[src/rtl/uart_temp_pkg.sv]
// Shared definitions for the temperature-count UART link (transmit and receive).
//   - ASCII framing constants (CR, LF, '0', 'A')
//   - default clock / baud settings
//   - receiver and parser state encodings
//   - hex_to_nibble(): uppercase hex ASCII -> nibble plus valid flag
package uart_temp_pkg;

  localparam int unsigned DEF_CLK_FREQ  = 50_000_000;
  localparam int unsigned DEF_BAUD_RATE = 115_200;

  localparam logic [7:0] ASCII_CR = 8'h0D;
  localparam logic [7:0] ASCII_LF = 8'h0A;
  localparam logic [7:0] ASCII_0  = 8'h30;
  localparam logic [7:0] ASCII_A  = 8'h41;

  typedef enum logic [2:0] {
    RX_IDLE,
    RX_START,
    RX_DATA,
    RX_STOP,
    RX_WAIT_HIGH
  } rx_state_e;

  typedef enum logic [1:0] {
    P_DIGITS,
    P_EXP_LF,
    P_RESYNC
  } parse_state_e;

  typedef struct packed {
    logic       valid;
    logic [3:0] nibble;
  } hex_nib_t;

  // Only '0'-'9' and 'A'-'F' are accepted; lowercase is a format error.
  function automatic hex_nib_t hex_to_nibble(input logic [7:0] c);
    hex_nib_t r;
    r = '0;
    if (c >= ASCII_0 && c <= ASCII_0 + 8'd9) begin
      r.valid  = 1'b1;
      r.nibble = 4'(c - ASCII_0);
    end else if (c >= ASCII_A && c <= ASCII_A + 8'd5) begin
      r.valid  = 1'b1;
      r.nibble = 4'(c - ASCII_A + 8'd10);
    end
    return r;
  endfunction

endpackage

[src/rtl/uart_rx_byte.sv]
// 8N1 byte receiver with a two-flop input synchroniser.
// Ports:
//   clk, reset_n  : clock, asynchronous active-low reset
//   rx_i          : serial line, idle high, asynchronous to clk
//   byte_o        : last deserialised byte (valid while byte_valid_o is high)
//   byte_valid_o  : one-cycle pulse, cycle after a good stop-bit sample
//   frame_err_o   : one-cycle pulse, stop bit sampled low
//   busy_o        : receiver FSM outside IDLE
module uart_rx_byte
  import uart_temp_pkg::*;
#(
  parameter int unsigned CLK_FREQ  = DEF_CLK_FREQ,
  parameter int unsigned BAUD_RATE = DEF_BAUD_RATE
) (
  input  logic       clk,
  input  logic       reset_n,
  input  logic       rx_i,
  output logic [7:0] byte_o,
  output logic       byte_valid_o,
  output logic       frame_err_o,
  output logic       busy_o
);

  localparam int unsigned CLKS_PER_BIT = CLK_FREQ / BAUD_RATE;
  localparam int unsigned HALF_BIT     = CLKS_PER_BIT / 2;
  localparam int unsigned CNT_W        = $clog2(CLKS_PER_BIT);

  rx_state_e        r_state, w_state_next;
  logic             r_rx_meta, r_rx_s, r_rx_prev;
  logic [CNT_W-1:0] r_cnt;
  logic [2:0]       r_bit_idx;
  logic [7:0]       r_shift;
  logic             r_byte_valid, r_frame_err;
  logic             w_cnt_clr, w_shift, w_byte_done, w_frame_err;
  logic             w_half, w_bit_end;

  always_ff @(posedge clk or negedge reset_n) begin
    if (!reset_n) begin
      r_rx_meta <= 1'b1;
      r_rx_s    <= 1'b1;
      r_rx_prev <= 1'b1;
    end else begin
      r_rx_meta <= rx_i;
      r_rx_s    <= r_rx_meta;
      r_rx_prev <= r_rx_s;
    end
  end

  assign w_half    = (r_cnt == CNT_W'(HALF_BIT - 1));
  assign w_bit_end = (r_cnt == CNT_W'(CLKS_PER_BIT - 1));

  always_ff @(posedge clk or negedge reset_n) begin
    if (!reset_n) r_state <= RX_IDLE;
    else          r_state <= w_state_next;
  end

  always_comb begin
    w_state_next = r_state;
    w_cnt_clr    = 1'b0;
    w_shift      = 1'b0;
    w_byte_done  = 1'b0;
    w_frame_err  = 1'b0;
    case (r_state)
      RX_IDLE: begin
        if (r_rx_prev && !r_rx_s) begin
          w_cnt_clr    = 1'b1;
          w_state_next = RX_START;
        end
      end
      RX_START: begin
        // A start bit that is high again at mid-bit was a glitch.
        if (w_half) begin
          w_cnt_clr    = 1'b1;
          w_state_next = r_rx_s ? RX_IDLE : RX_DATA;
        end
      end
      RX_DATA: begin
        if (w_bit_end) begin
          w_cnt_clr = 1'b1;
          w_shift   = 1'b1;
          if (r_bit_idx == 3'd7) w_state_next = RX_STOP;
        end
      end
      RX_STOP: begin
        // Leaving at mid stop bit lets the next start edge arrive half a bit early.
        if (w_bit_end) begin
          w_cnt_clr = 1'b1;
          if (r_rx_s) begin
            w_byte_done  = 1'b1;
            w_state_next = RX_IDLE;
          end else begin
            w_frame_err  = 1'b1;
            w_state_next = RX_WAIT_HIGH;
          end
        end
      end
      RX_WAIT_HIGH: begin
        if (r_rx_s) w_state_next = RX_IDLE;
      end
      default: w_state_next = RX_IDLE;
    endcase
  end

  always_ff @(posedge clk or negedge reset_n) begin
    if (!reset_n) begin
      r_cnt        <= '0;
      r_bit_idx    <= '0;
      r_shift      <= '0;
      r_byte_valid <= 1'b0;
      r_frame_err  <= 1'b0;
    end else begin
      if (w_cnt_clr)                   r_cnt <= '0;
      else if (r_state != RX_IDLE &&
               r_state != RX_WAIT_HIGH) r_cnt <= r_cnt + CNT_W'(1);
      if (r_state == RX_START)         r_bit_idx <= '0;
      else if (w_shift)                r_bit_idx <= r_bit_idx + 3'd1;
      if (w_shift)                     r_shift <= {r_rx_s, r_shift[7:1]};
      r_byte_valid <= w_byte_done;
      r_frame_err  <= w_frame_err;
    end
  end

  assign byte_o       = r_shift;
  assign byte_valid_o = r_byte_valid;
  assign frame_err_o  = r_frame_err;
  assign busy_o       = (r_state != RX_IDLE);

endmodule

[src/rtl/uart_temp_rx.sv]
// Receive side of the temperature-count link: deserialises 8N1 bytes and parses
// "HHHHHHHH\r\n" messages (uppercase hex, MS nibble first) into a count.
// Ports:
//   clk, reset_n   : clock, asynchronous active-low reset
//   uart_rx_i      : serial line, idle high
//   count_o        : last correctly received count, held until next good message
//   count_valid_o  : one-cycle pulse, count_o updated this cycle
//   frame_err_o    : one-cycle pulse, stop bit sampled low
//   format_err_o   : one-cycle pulse, malformed message (at most one per message)
//   busy_o         : bit receiver outside IDLE
module uart_temp_rx
  import uart_temp_pkg::*;
#(
  parameter int unsigned CLK_FREQ   = DEF_CLK_FREQ,
  parameter int unsigned BAUD_RATE  = DEF_BAUD_RATE,
  parameter int unsigned HEX_DIGITS = 8
) (
  input  logic                    clk,
  input  logic                    reset_n,
  input  logic                    uart_rx_i,
  output logic [4*HEX_DIGITS-1:0] count_o,
  output logic                    count_valid_o,
  output logic                    frame_err_o,
  output logic                    format_err_o,
  output logic                    busy_o
);

  localparam int unsigned CW = 4 * HEX_DIGITS;
  localparam int unsigned DW = $clog2(HEX_DIGITS + 1);

  logic [7:0]   w_byte;
  logic         w_byte_valid, w_frame_err;
  hex_nib_t     w_nib;

  parse_state_e r_pstate, w_pstate_next;
  logic [CW-1:0] r_acc, r_count;
  logic [DW-1:0] r_digits;
  logic          r_count_valid, r_format_err;
  logic          w_push_digit, w_load, w_fmt_err, w_clr_digits;

  uart_rx_byte #(
    .CLK_FREQ (CLK_FREQ),
    .BAUD_RATE(BAUD_RATE)
  ) u_rx (
    .clk         (clk),
    .reset_n     (reset_n),
    .rx_i        (uart_rx_i),
    .byte_o      (w_byte),
    .byte_valid_o(w_byte_valid),
    .frame_err_o (w_frame_err),
    .busy_o      (busy_o)
  );

  assign w_nib = hex_to_nibble(w_byte);

  always_ff @(posedge clk or negedge reset_n) begin
    if (!reset_n) r_pstate <= P_DIGITS;
    else          r_pstate <= w_pstate_next;
  end

  always_comb begin
    w_pstate_next = r_pstate;
    w_push_digit  = 1'b0;
    w_load        = 1'b0;
    w_fmt_err     = 1'b0;
    w_clr_digits  = 1'b0;
    if (w_frame_err) begin
      w_pstate_next = P_RESYNC;
    end else if (w_byte_valid) begin
      case (r_pstate)
        P_DIGITS: begin
          if (w_nib.valid && r_digits < DW'(HEX_DIGITS)) begin
            w_push_digit = 1'b1;
          end else if (w_byte == ASCII_CR && r_digits == DW'(HEX_DIGITS)) begin
            w_pstate_next = P_EXP_LF;
          end else begin
            w_fmt_err     = 1'b1;
            w_pstate_next = P_RESYNC;
          end
        end
        P_EXP_LF: begin
          if (w_byte == ASCII_LF) begin
            w_load        = 1'b1;
            w_clr_digits  = 1'b1;
            w_pstate_next = P_DIGITS;
          end else begin
            w_fmt_err     = 1'b1;
            w_pstate_next = P_RESYNC;
          end
        end
        P_RESYNC: begin
          if (w_byte == ASCII_LF) begin
            w_clr_digits  = 1'b1;
            w_pstate_next = P_DIGITS;
          end
        end
        default: w_pstate_next = P_RESYNC;
      endcase
    end
  end

  always_ff @(posedge clk or negedge reset_n) begin
    if (!reset_n) begin
      r_acc         <= '0;
      r_count       <= '0;
      r_digits      <= '0;
      r_count_valid <= 1'b0;
      r_format_err  <= 1'b0;
    end else begin
      if (w_push_digit) begin
        r_acc    <= {r_acc[CW-5:0], w_nib.nibble};
        r_digits <= r_digits + DW'(1);
      end else if (w_clr_digits) begin
        r_digits <= '0;
      end
      if (w_load) r_count <= r_acc;
      r_count_valid <= w_load;
      r_format_err  <= w_fmt_err;
    end
  end

  assign count_o       = r_count;
  assign count_valid_o = r_count_valid;
  assign frame_err_o   = w_frame_err;
  assign format_err_o  = r_format_err;

endmodule

[config.mk]
export PLATFORM = sky130hd
export DESIGN_NAME = uart_temp_rx
export DESIGN_NICKNAME = d
export VERILOG_FILES = /design/src/rtl/uart_temp_pkg.sv /design/src/rtl/uart_rx_byte.sv /design/src/rtl/uart_temp_rx.sv
export SDC_FILE = /design/constraint.sdc
export NUM_CORES = 1
export LEC_CHECK = 0
export ABC_AREA = 0
export CAP_MARGIN = 20
export CORE_MARGIN = 2
export CORE_UTILIZATION = 43
export CTS_BUF_LIST = sky130_fd_sc_hd__clkbuf_8 sky130_fd_sc_hd__clkbuf_16
export DETAILED_ROUTE_END_ITERATION = 7
export GPL_TIMING_DRIVEN = 0
export PLACE_DENSITY_LB_ADDON = 0.3
export SLEW_MARGIN = 10
export SYNTH_ARGS = -nofsm -noshare
export SYNTH_HDL_FRONTEND = slang
export SYNTH_SLANG_ARGS = --single-unit
[constraint.sdc]
create_clock -name clk -period 3.5 [get_ports clk]
set_clock_uncertainty 0.15 [all_clocks]
set_input_delay 0.35 -clock clk [delete_from_list [all_inputs] [get_ports clk]]
set_output_delay 0.35 -clock clk [all_outputs]
set_load 0.02 [all_outputs]
==> results.md, run 1 <==
* Syn Area/Cell at around 13 µm²
* Ys flop type: dfrtp_1
* Overall Global Routing Usage at 15.28%
* Starting density of the core at 43.92%
* Global-route wire length before repair at about 14,000 µm
* Pre-CTS setup slack at 0.8762 ns
* Num rows at 37
* Commonest cells in the netlist: 97 x dfrtp_1, 43 x mux2_2, 24 x mux2_4
* Hold Crit Class: reg2reg
* Root Buffer: clkbuf_8
* Register area share after synthesis at 55.78%
* Final RePlAce weighted congestion at 0.7782
* # DRC at 0
* Initial antenna violation count at 0
* Startpoint Class: flop
* Sequential power share at a little under 60%
* Worst slew pin tran at about 0.78 ns
* Routed len/inst at roughly 15 µm
* Max_cap viols at 0
* Die X-Extent at 106.2 µm
* Clk pwr share at around a third
* RSZ-0062 raised after global routing: no
* Via count at around 2,700
* Worst rel slew slack at 47.83%
* Worst skew pair latency at between 0.3 and 0.4 ns
* Cells along the critical path: inv_1 > ha_1 > or3b_1 > and4_4 > o2111ai_4 > buf_6 > mux2_4
* Drt first pass iters at 4
* Post-synthesis register bit count at 100
* Setup violations, final at 0
* Fin crit share at between 70 and 80%
* Crit. End Element: flop
* Critical path buffers and inverters at 2
* Via-to-Cell Ratio at between 5 and 6
* Post-Syn Area at between 4000 and 5000 µm²
* Fin. max-slew vios at 0
* WP data required at between 3 and 4 ns
* CTS tree: done
* Sw Pwr at ~0.00060 W
* Combinational group share of total power at about 7.6%
* Largest cells by area after synthesis: dfrtp_1 54%, mux2_2 11%, mux2_4 8.0%, ha_1 4.5%, o21ai_0 1.8%
* Worst VDD drop at 0.0002503 V
* Clk sinks at 100
* Largest area contributor in the netlist: dfrtp_1
* Cts bufs inserted at 9
* Die Area at around 11,000 µm²
* IO Port Bufs at 38
* Synth warnings at 0
* Critical Path Fanout Max at 10
* CTS H-tree depth at 3
* Final wirelength at 7952 µm
* Final hold vios at 0
* Library cells used by synthesis at 49
* Vias in the first global route at 2,768
* Post-synth EDFFs at 0
* Top-count cell post-synth: dfrtp_1
* Die span in y at 106.2 µm
* Asr flop ratio synth at 100.0%
* Synth Instances at between 300 and 400
* Post-layout util at 51.53%
* Crit-path slowest cell: dfrtp_1
* Final nets at 408
* Setup CP Type: reg2reg
* Max Clk Rate at between 300 and 400 MHz
* Net Count, Synth at 357
* Top delay family on crit path: simple AND/OR/NAND/NOR gates
* Largest net degree at the start of global routing at 62
* Hold WS at 0.2137 ns
* Clock-pin slew on the worst setup and hold paths at between 0.1 and 0.15 ns
* Post-CTS setup buffer count at 0
* Share of layout cells above drive strength 1 at 26.65%
* Int Power at approximately 0.0016 W
* Pwr/cell area at around 410 nW/µm²
* Num ports at 39
* Worst Path Arrival at 2.73 ns
* Initial detailed-routing violation count at roughly 120
* Final antenna-violating net count at 0
* Clock Path Buffers at 2
* Yosys top cell area share at 54.02%
* Grt ovf at 0
* Switching portion of total power at approximately 28%
* Minimum clock period at ~2.6 ns
* Static leakage at 2.557 nW
* Post-DP HPWL at between 5000 and 6000 µm
* Synth-to-layout area growth at 17.35%
* Worst setup margin at roughly 0.88 ns
* Status: completed
* CP max stage delay at ~0.45 ns
* Core area at ~10,000 µm²
* Ant diodes at 0
* Setup_tns at 0 ns
==> logic make-up after synthesis <==
family                     count (synthesis)  synth area share (%)
AOI/OAI and AO/OA                         44                 7.296
xor gates and xnor gates                  10                 1.949
adders and majority gates                 16                 4.456
buffers and inverters                     27                 2.896
DFF                                      100                 55.78
muxes                                     67                 18.80
and+or+nand+nor                           74                 8.829
==> cell usage in the layout (no fill, tap or decap), types with 4 or more instances in the layout <==
cell type        count
xor2_1               5
xnor2_1              5
clkbuf_8             9
a21oi_1              9
nand3_1              9
mux2_2              43
dfrtp_1             97
nand2_1             19
ha_1                16
clkdlybuf4s50_1     37
nor3_1               4
o21ai_0             16
inv_1               16
mux2_4              24
buf_2                5
nor2_1              19
==> per-layer routing <==
metal | part of all wire, % | up-vias | GRT usage (%)
met5 | 0 | - | 0
met4 | 1.2 | 0 | 5.169
met3 | 3.4 | 7 | 3.495
met2 | 49 | 51 | 24.86
met1 | 47 | 1370 | 20.20
li1 | - | 1289 | -
==> power by group through the flow <==
| stage | combinational (W) | sequential, W | clock [W] |
|---|---|---|---|
| finish | 0.000164 | 0.00125 | 0.000736 |
| global route | 0.000197 | 0.00126 | 0.000805 |
| CTS | 0.000169 | 0.00125 | 0.000766 |
| detailed placement | 0.000168 | 0.00127 | 0 |
| global placement | 0.000158 | 0.00127 | 0 |
| floorplan | 0.000116 | 0.00126 | 0 |
==> worst reg2reg max path, cell delays in order (launching register included) <==
cell	delay, ns
dfrtp_1	0.45
inv_1	0.12
ha_1	0.26
or3b_1	0.38
and4_4	0.21
o2111ai_4	0.38
buf_6	0.25
mux2_4	0.32
==> area by class of cell <==
cell class / instances / area [µm²]
sequential: 100 / 2506
timing repair buffer: 40 / 407.9
buffer: 11 / 70.07
tap: 136 / 170.2
inverter: 16 / 60.06
clock buffer: 9 / 123.9
clock inverter: 7 / 77.57
multi-input combinational: 211 / 1857
fill: 888 / 4959
==> state kept, by name, summed over array words and instances, names as in the netlist <==
name               count
u_rx.r_state           3
u_rx.byte_valid_o      1
u_rx.r_cnt             9
count_valid_o          1
u_rx.r_rx_s            1
r_pstate               2
format_err_o           1
r_acc                 32
r_digits               4
u_rx.r_rx_prev         1
u_rx.r_bit_idx         3
count_o               32
u_rx.byte_o            8
u_rx.r_rx_meta         1
u_rx.frame_err_o       1
==> repair_timing <==
item,CTS,global route
endpoints found under the hold margin,57,0
resized for setup,0,0
hold buffers,1,0
==> worst paths after layout <==
| kind | startpoint | end | slack (ns) | depth (start not counted) |
|---|---|---|---|---|
| setup / recovery | u_rx.byte_o[1] | r_acc[23] | 0.88 | 7 |
| hold / removal | u_rx.r_rx_meta | u_rx.r_rx_s | 0.21 | 0 |
| setup reg to reg | u_rx.byte_o[1] | r_acc[23] | 0.88 | 7 |
| hold reg to reg | u_rx.r_rx_meta | u_rx.r_rx_s | 0.21 | 0 |
| max in group asynchronous | reset_n | r_acc[11] | 2.08 | 3 |
| min in group asynchronous | reset_n | count_o[28] | 0.43 | 2 |
==> metrics by stage <==
step | power, W | cell area, µm² | instances
2_1_floorplan | 0.001379 | 4493 | 338
3_3_place_gp | 0.001431 | 5044 | 512
6_report | 0.002155 | 5273 | 530
4_1_cts | 0.002189 | 5273 | 530
5_1_grt | 0.002264 | 5273 | 530
3_5_place_dp | 0.001442 | 5061 | 513
Power figures use the tool's default switching activity.
==> run 2: changes to the inputs <==
clock period = 2.7 ns   (was 3.5 ns; I/O delays follow)
==> run 2 against run 1 <==
Against the previous run:
- largest cell class unchanged
- utilization rose by 0.29 points
- power increased by 29%
- non-clock buffer count is 4 higher
- clock power up 29%
- global-route usage unchanged
==> results.md, run 2 (synthesized netlist as in run 1, its figures left out) <==
* Status: completed
* Die span in y at roughly 110 µm
* Final antenna-violating net count at 0
* Hold Crit Class: in2reg
* Initial antenna violation count at 0
* Worst slew pin tran at between 0.7 and 0.8 ns
* Commonest non-fill, non-tap cell in the layout: dfrtp_1
* Setup violations, final at 0
* Starting density of the core at between 40 and 50%
* Startpoint Class: flop
* Clock Path Buffers at 2
* Vias in the first global route at around 2,800
* RSZ-0062 raised after global routing: no
* Share of layout cells above drive strength 1 at between 20% and 30%
* Drt first pass iters at 4
* Pwr/cell area at 526.2 nW/µm²
* Crit-path slowest cell: dfrtp_1
* Synth-to-layout area growth at 18.02%
* Setup CP Type: reg2reg
* Initial detailed-routing violation count at roughly 130
* Core area at just over 10,000 µm²
* Critical Path Fanout Max at 10
* Max Clk Rate at just under 400 MHz
* Hold WS at around 0.16 ns
* Worst Path Arrival at about 2.7 ns
* Num ports at 39
* Global-route wire length before repair at approximately 14,000 µm
* Ant diodes at 0
* Fill cell count at around 900
* Cts bufs inserted at 9
* Fin crit share at 94.84%
* Worst setup margin at around 0.14 ns
* Via count at roughly 2,700
* Most frequent cells in the layout: 97 x dfrtp_1, 43 x mux2_2, 37 x clkdlybuf4s50_1, 24 x mux2_4
* Final RePlAce weighted congestion at between 0.7 and 0.8
* Final nets at approximately 410
* # DRC at 0
* Fin. max-slew vios at 0
* CTS tree: done
* Die Area at 11,280 µm²
* Clk sinks at 100
* Largest net degree at the start of global routing at 62
* Post-DP HPWL at ~5400 µm
* Cells along the critical path: inv_1 > ha_1 > or3b_1 > and4_4 > o2111ai_4 > buf_6 > mux2_4
* Via-to-Cell Ratio at just over 5
* Worst skew pair latency at roughly 0.37 ns
* Routed len/inst at approximately 15 µm
* Max_cap viols at 0
* Clock-pin slew on the worst setup and hold paths at 0.11 ns
* Final wirelength at around 8000 µm
* Static leakage at ~2.6 nW
* Grt ovf at 0
* Pre-CTS setup slack at between 0.07 and 0.08 ns
* CP max stage delay at approximately 0.45 ns
* WP data required at 2.82 ns
* Worst VDD drop at between 0.0003 and 0.0004 V
* Minimum clock period at between 2 and 3 ns
* Overall Global Routing Usage at 15.28%
* Worst rel slew slack at approximately half
* Crit. End Element: flop
* Final hold vios at 0
* IO Port Bufs at 38
* Root Buffer: clkbuf_8
* Die X-Extent at between 100 and 150 µm
* CTS H-tree depth at 3
* Setup_tns at 0 ns
* Num rows at 37
run 2: cell count changes in the layout (fill, tap and decap cells not counted), sizes merged:
cell	change
buf	+4
run 2: per-stage QoR:
stage	cells	cell area [µm²]	utilization, %	total power, W
2_1_floorplan	338	4493	-	0.001787
3_3_place_gp	512	5044	49.30	0.001854
3_5_place_dp	513	5061	49.47	0.001870
4_1_cts	530	5273	51.53	0.002838
5_1_grt	534	5303	51.83	0.002935
6_report	534	5303	51.83	0.002790
run 2: critical path: cells and delay by family (launching register included):
family	cells	cell delay [ns]
and+or+nand+nor	2	0.59
DFF	1	0.45
buffers and inverters	2	0.36
AOI/OAI and AO/OA	1	0.33
muxes	1	0.31
adders and majority gates	1	0.26
run 2: timing repair:
item                       4_1_cts  5_1_grt
setup endpoints to repair        0       22
hold buffers                     1        0
hold endpoints to repair        57        0
setup buffers                    0        4
gates resized for setup          0        0
run 2: layout make-up:
type                       instances  area (µm²)  share of cell area [%]
clock inverter                     7       77.57                   1.463
buffer                            11       70.07                   1.321
timing repair buffer              44       437.9                   8.259
clock buffer                       9       123.9                   2.336
tap                              136       170.2                   3.209
multi-input combinational        211        1857                   35.02
sequential                       100        2506                   47.26
inverter                          16       60.06                   1.133
run 2: where the power goes:
group | switching [W] | internal (W) | leakage (nW)
logic | 0.000117 | 0.0000961 | 1.11
clock network | 0.000587 | 0.000365 | 0.0979
registers | 0.0000678 | 0.00156 | 1.37
total | 0.000772 | 0.00202 | 2.57
run 2: worst paths after layout:
check / cells past startpoint / endpoint / slack [ns] / from
worst min-delay path: 1 / u_rx.r_rx_meta / 0.16 / uart_rx_i
worst min register to register: 0 / u_rx.r_rx_s / 0.21 / u_rx.r_rx_meta
worst max-delay path: 7 / r_acc[23] / 0.14 / u_rx.byte_o[1]
max in group asynchronous: 3 / r_acc[11] / 1.35 / reset_n
worst max register to register: 7 / r_acc[23] / 0.14 / u_rx.byte_o[1]
min in group asynchronous: 2 / count_o[28] / 0.36 / reset_n
run 2: layer usage:
metal  GRT usage (%)  share of wire, %  vias to the layer above
met5               0                 0                        -
met4           5.169               1.2                        0
met3           3.495               3.4                        8
met2           24.86                48                       52
met1           20.20                47                     1368
li1                -                 -                     1299
==> run 3: changes to the inputs <==
SLEW_MARGIN = 15   (was 10)
==> run 3 against run 2 <==
Against the previous run:
- critical path type unchanged
- final area increased by 0.26%
- via count up 0.40%
- fmax shrank 0.85%
- critical endpoint is now r_acc[4]
- hold slack worse by 0.011 ns
- final cell count is the same
- sequential share of layout area fell by 0.12 points
- power about the same
- die area stayed put
- sequential power hardly changed
==> results.md, run 3 (synthesized netlist as in run 1, its figures left out) <==
* Share of layout cells above drive strength 1 at 27.39%
* Cts bufs inserted at 9
* Die span in y at 106.2 µm
* Cell area after layout at roughly 5300 µm²
* Final RePlAce weighted congestion at approximately 0.8
* Status: completed
* Drt first pass iters at 4
* Setup violations, final at 0
* Vias in the first global route at around 2,800
* Critical Path Fanout Max at 10
* Ant diodes at 0
* Root Buffer: clkbuf_8
* Crit. End Element: flop
* CTS H-tree depth at 3
* Clock-pin slew on the worst setup and hold paths at between 0.1 and 0.15 ns
* Die Area at between 10,000 and 15,000 µm²
* Cells along the critical path: inv_1 > ha_1 > or3b_1 > and4_4 > o2111ai_4 > buf_6 > mux2_4
* Core area at 10,230 µm²
* Largest net degree at the start of global routing at 80
* Cell Area, Placed at slightly above 5000 µm²
* Most frequent cells in the layout: 97 x dfrtp_1, 43 x mux2_2, 37 x clkdlybuf4s50_1, 24 x mux2_4
* Pre-CTS setup slack at 0.05795 ns
* Synth-to-layout area growth at 18.32%
* WP data required at 2.81 ns
* Worst setup margin at between 0.1 and 0.15 ns
* Via-to-Cell Ratio at between 5 and 6
* Post-route non-filler standard cell count at roughly 530
* Via count at roughly 2,700
* Setup CP Type: reg2reg
* Worst rel slew slack at approximately three fifths
* Minimum clock period at between 2 and 3 ns
* Global-route wire length before repair at around 14,000 µm
* Final wirelength at just under 8000 µm
* CTS tree: done
* Max_cap viols at 0
* Post-DP HPWL at approximately 5400 µm
* Num ports at 39
* # DRC at 0
* Num rows at 37
* Pwr/cell area at between 500 and 600 nW/µm²
* Crit-path slowest cell: dfrtp_1
* Fin crit share at a little over nine tenths
* Startpoint Class: flop
* Setup_tns at 0 ns
* Hold Crit Class: in2async
* CP max stage delay at roughly 0.46 ns
* Hold WS at approximately 0.15 ns
* Max Clk Rate at 387.2 MHz
* Clk sinks at 100
* Final hold vios at 0
* Die X-Extent at ~110 µm
* Routed len/inst at ~15 µm
* Overall Global Routing Usage at between 10% and 20%
* Final nets at just over 400
* Cell total after placement at about 510
* Initial antenna violation count at 0
* Clock Path Buffers at 2
* Final antenna-violating net count at 0
* IO Port Bufs at 38
* Number of gates resized after cts at 0
* Worst Path Arrival at about 2.7 ns
* Crit path from: u_rx.byte_o[1]
* Worst skew pair latency at ~0.37 ns
* Worst slew pin tran at about 0.60 ns
* Initial detailed-routing violation count at between 100 and 150
* Worst VDD drop at 0.0003429 V
* Grt ovf at 0
* Commonest non-fill, non-tap cell in the layout: dfrtp_1
* Fin. max-slew vios at 0
* Starting density of the core at a little over two fifths
* Static leakage at 2.580 nW
* Worst r2r src: u_rx.byte_o[1]
## run 3: cell counts in the layout (fill, tap and decap cells not counted)
Identical to the previous run, type by type.
## run 3: area by class of cell
type / instances / area [µm²]
Buffer: 11 / 70.07
Clock buffer: 9 / 123.9
Clock inverter: 7 / 80.08
Fill cell: 901 / 4915
Inverter: 16 / 60.06
Multi-Input combinational cell: 211 / 1857
Sequential cell: 100 / 2506
Tap cell: 136 / 170.2
Timing Repair Buffer: 44 / 449.2
## run 3: per-layer routing
layer	vias up	wire length (µm)	track usage, %
met1	1381	3707	20.10
met4	0	80	4.417
met2	48	3843	25.09
met3	7	266	3.801
li1	1302	-	-
met5	-	0	0
## run 3: final timing paths
kind / end / slack (ns) / depth (start not counted)
min in group clk: u_rx.r_rx_meta / 0.17 / 1
max in group asynchronous: u_rx.r_rx_s / 1.56 / 3
hold / removal: count_valid_o / 0.15 / 2
setup reg to reg: r_acc[4] / 0.12 / 7
setup / recovery: r_acc[4] / 0.12 / 7
hold reg to reg: u_rx.r_rx_s / 0.22 / 0
## run 3: through the flow
stage                     utilization, %  power (W)
after detailed placement           49.58   0.001873
after global placement             49.30   0.001854
after CTS                          51.67   0.002834
after global routing               51.96   0.002935
final                              51.96   0.002792
after floorplan                        -   0.001787
## run 3: worst max-delay path, delay by kind of cell, from the launching register on
family	cells	cell delay, ns
AOI/OAI and AO/OA	1	0.34
adders and majority gates	1	0.26
buffers and inverters	2	0.37
DFF	1	0.46
muxes	1	0.31
and+or+nand+nor	2	0.58
## run 3: report_power, final
group	leakage, nW	switching (W)	internal (W)
logic	1.11	0.000119	0.0000986
registers	1.37	0.0000688	0.00156
clock network	0.0994	0.000580	0.000368
total	2.58	0.000768	0.00202
## run 3: repair_timing
item / 4_1_cts / 5_1_grt
buffers inserted: 0 / 4
endpoints found under the setup margin: 0 / 20
hold buffers: 1 / 0
hold endpoints to repair: 97 / 0
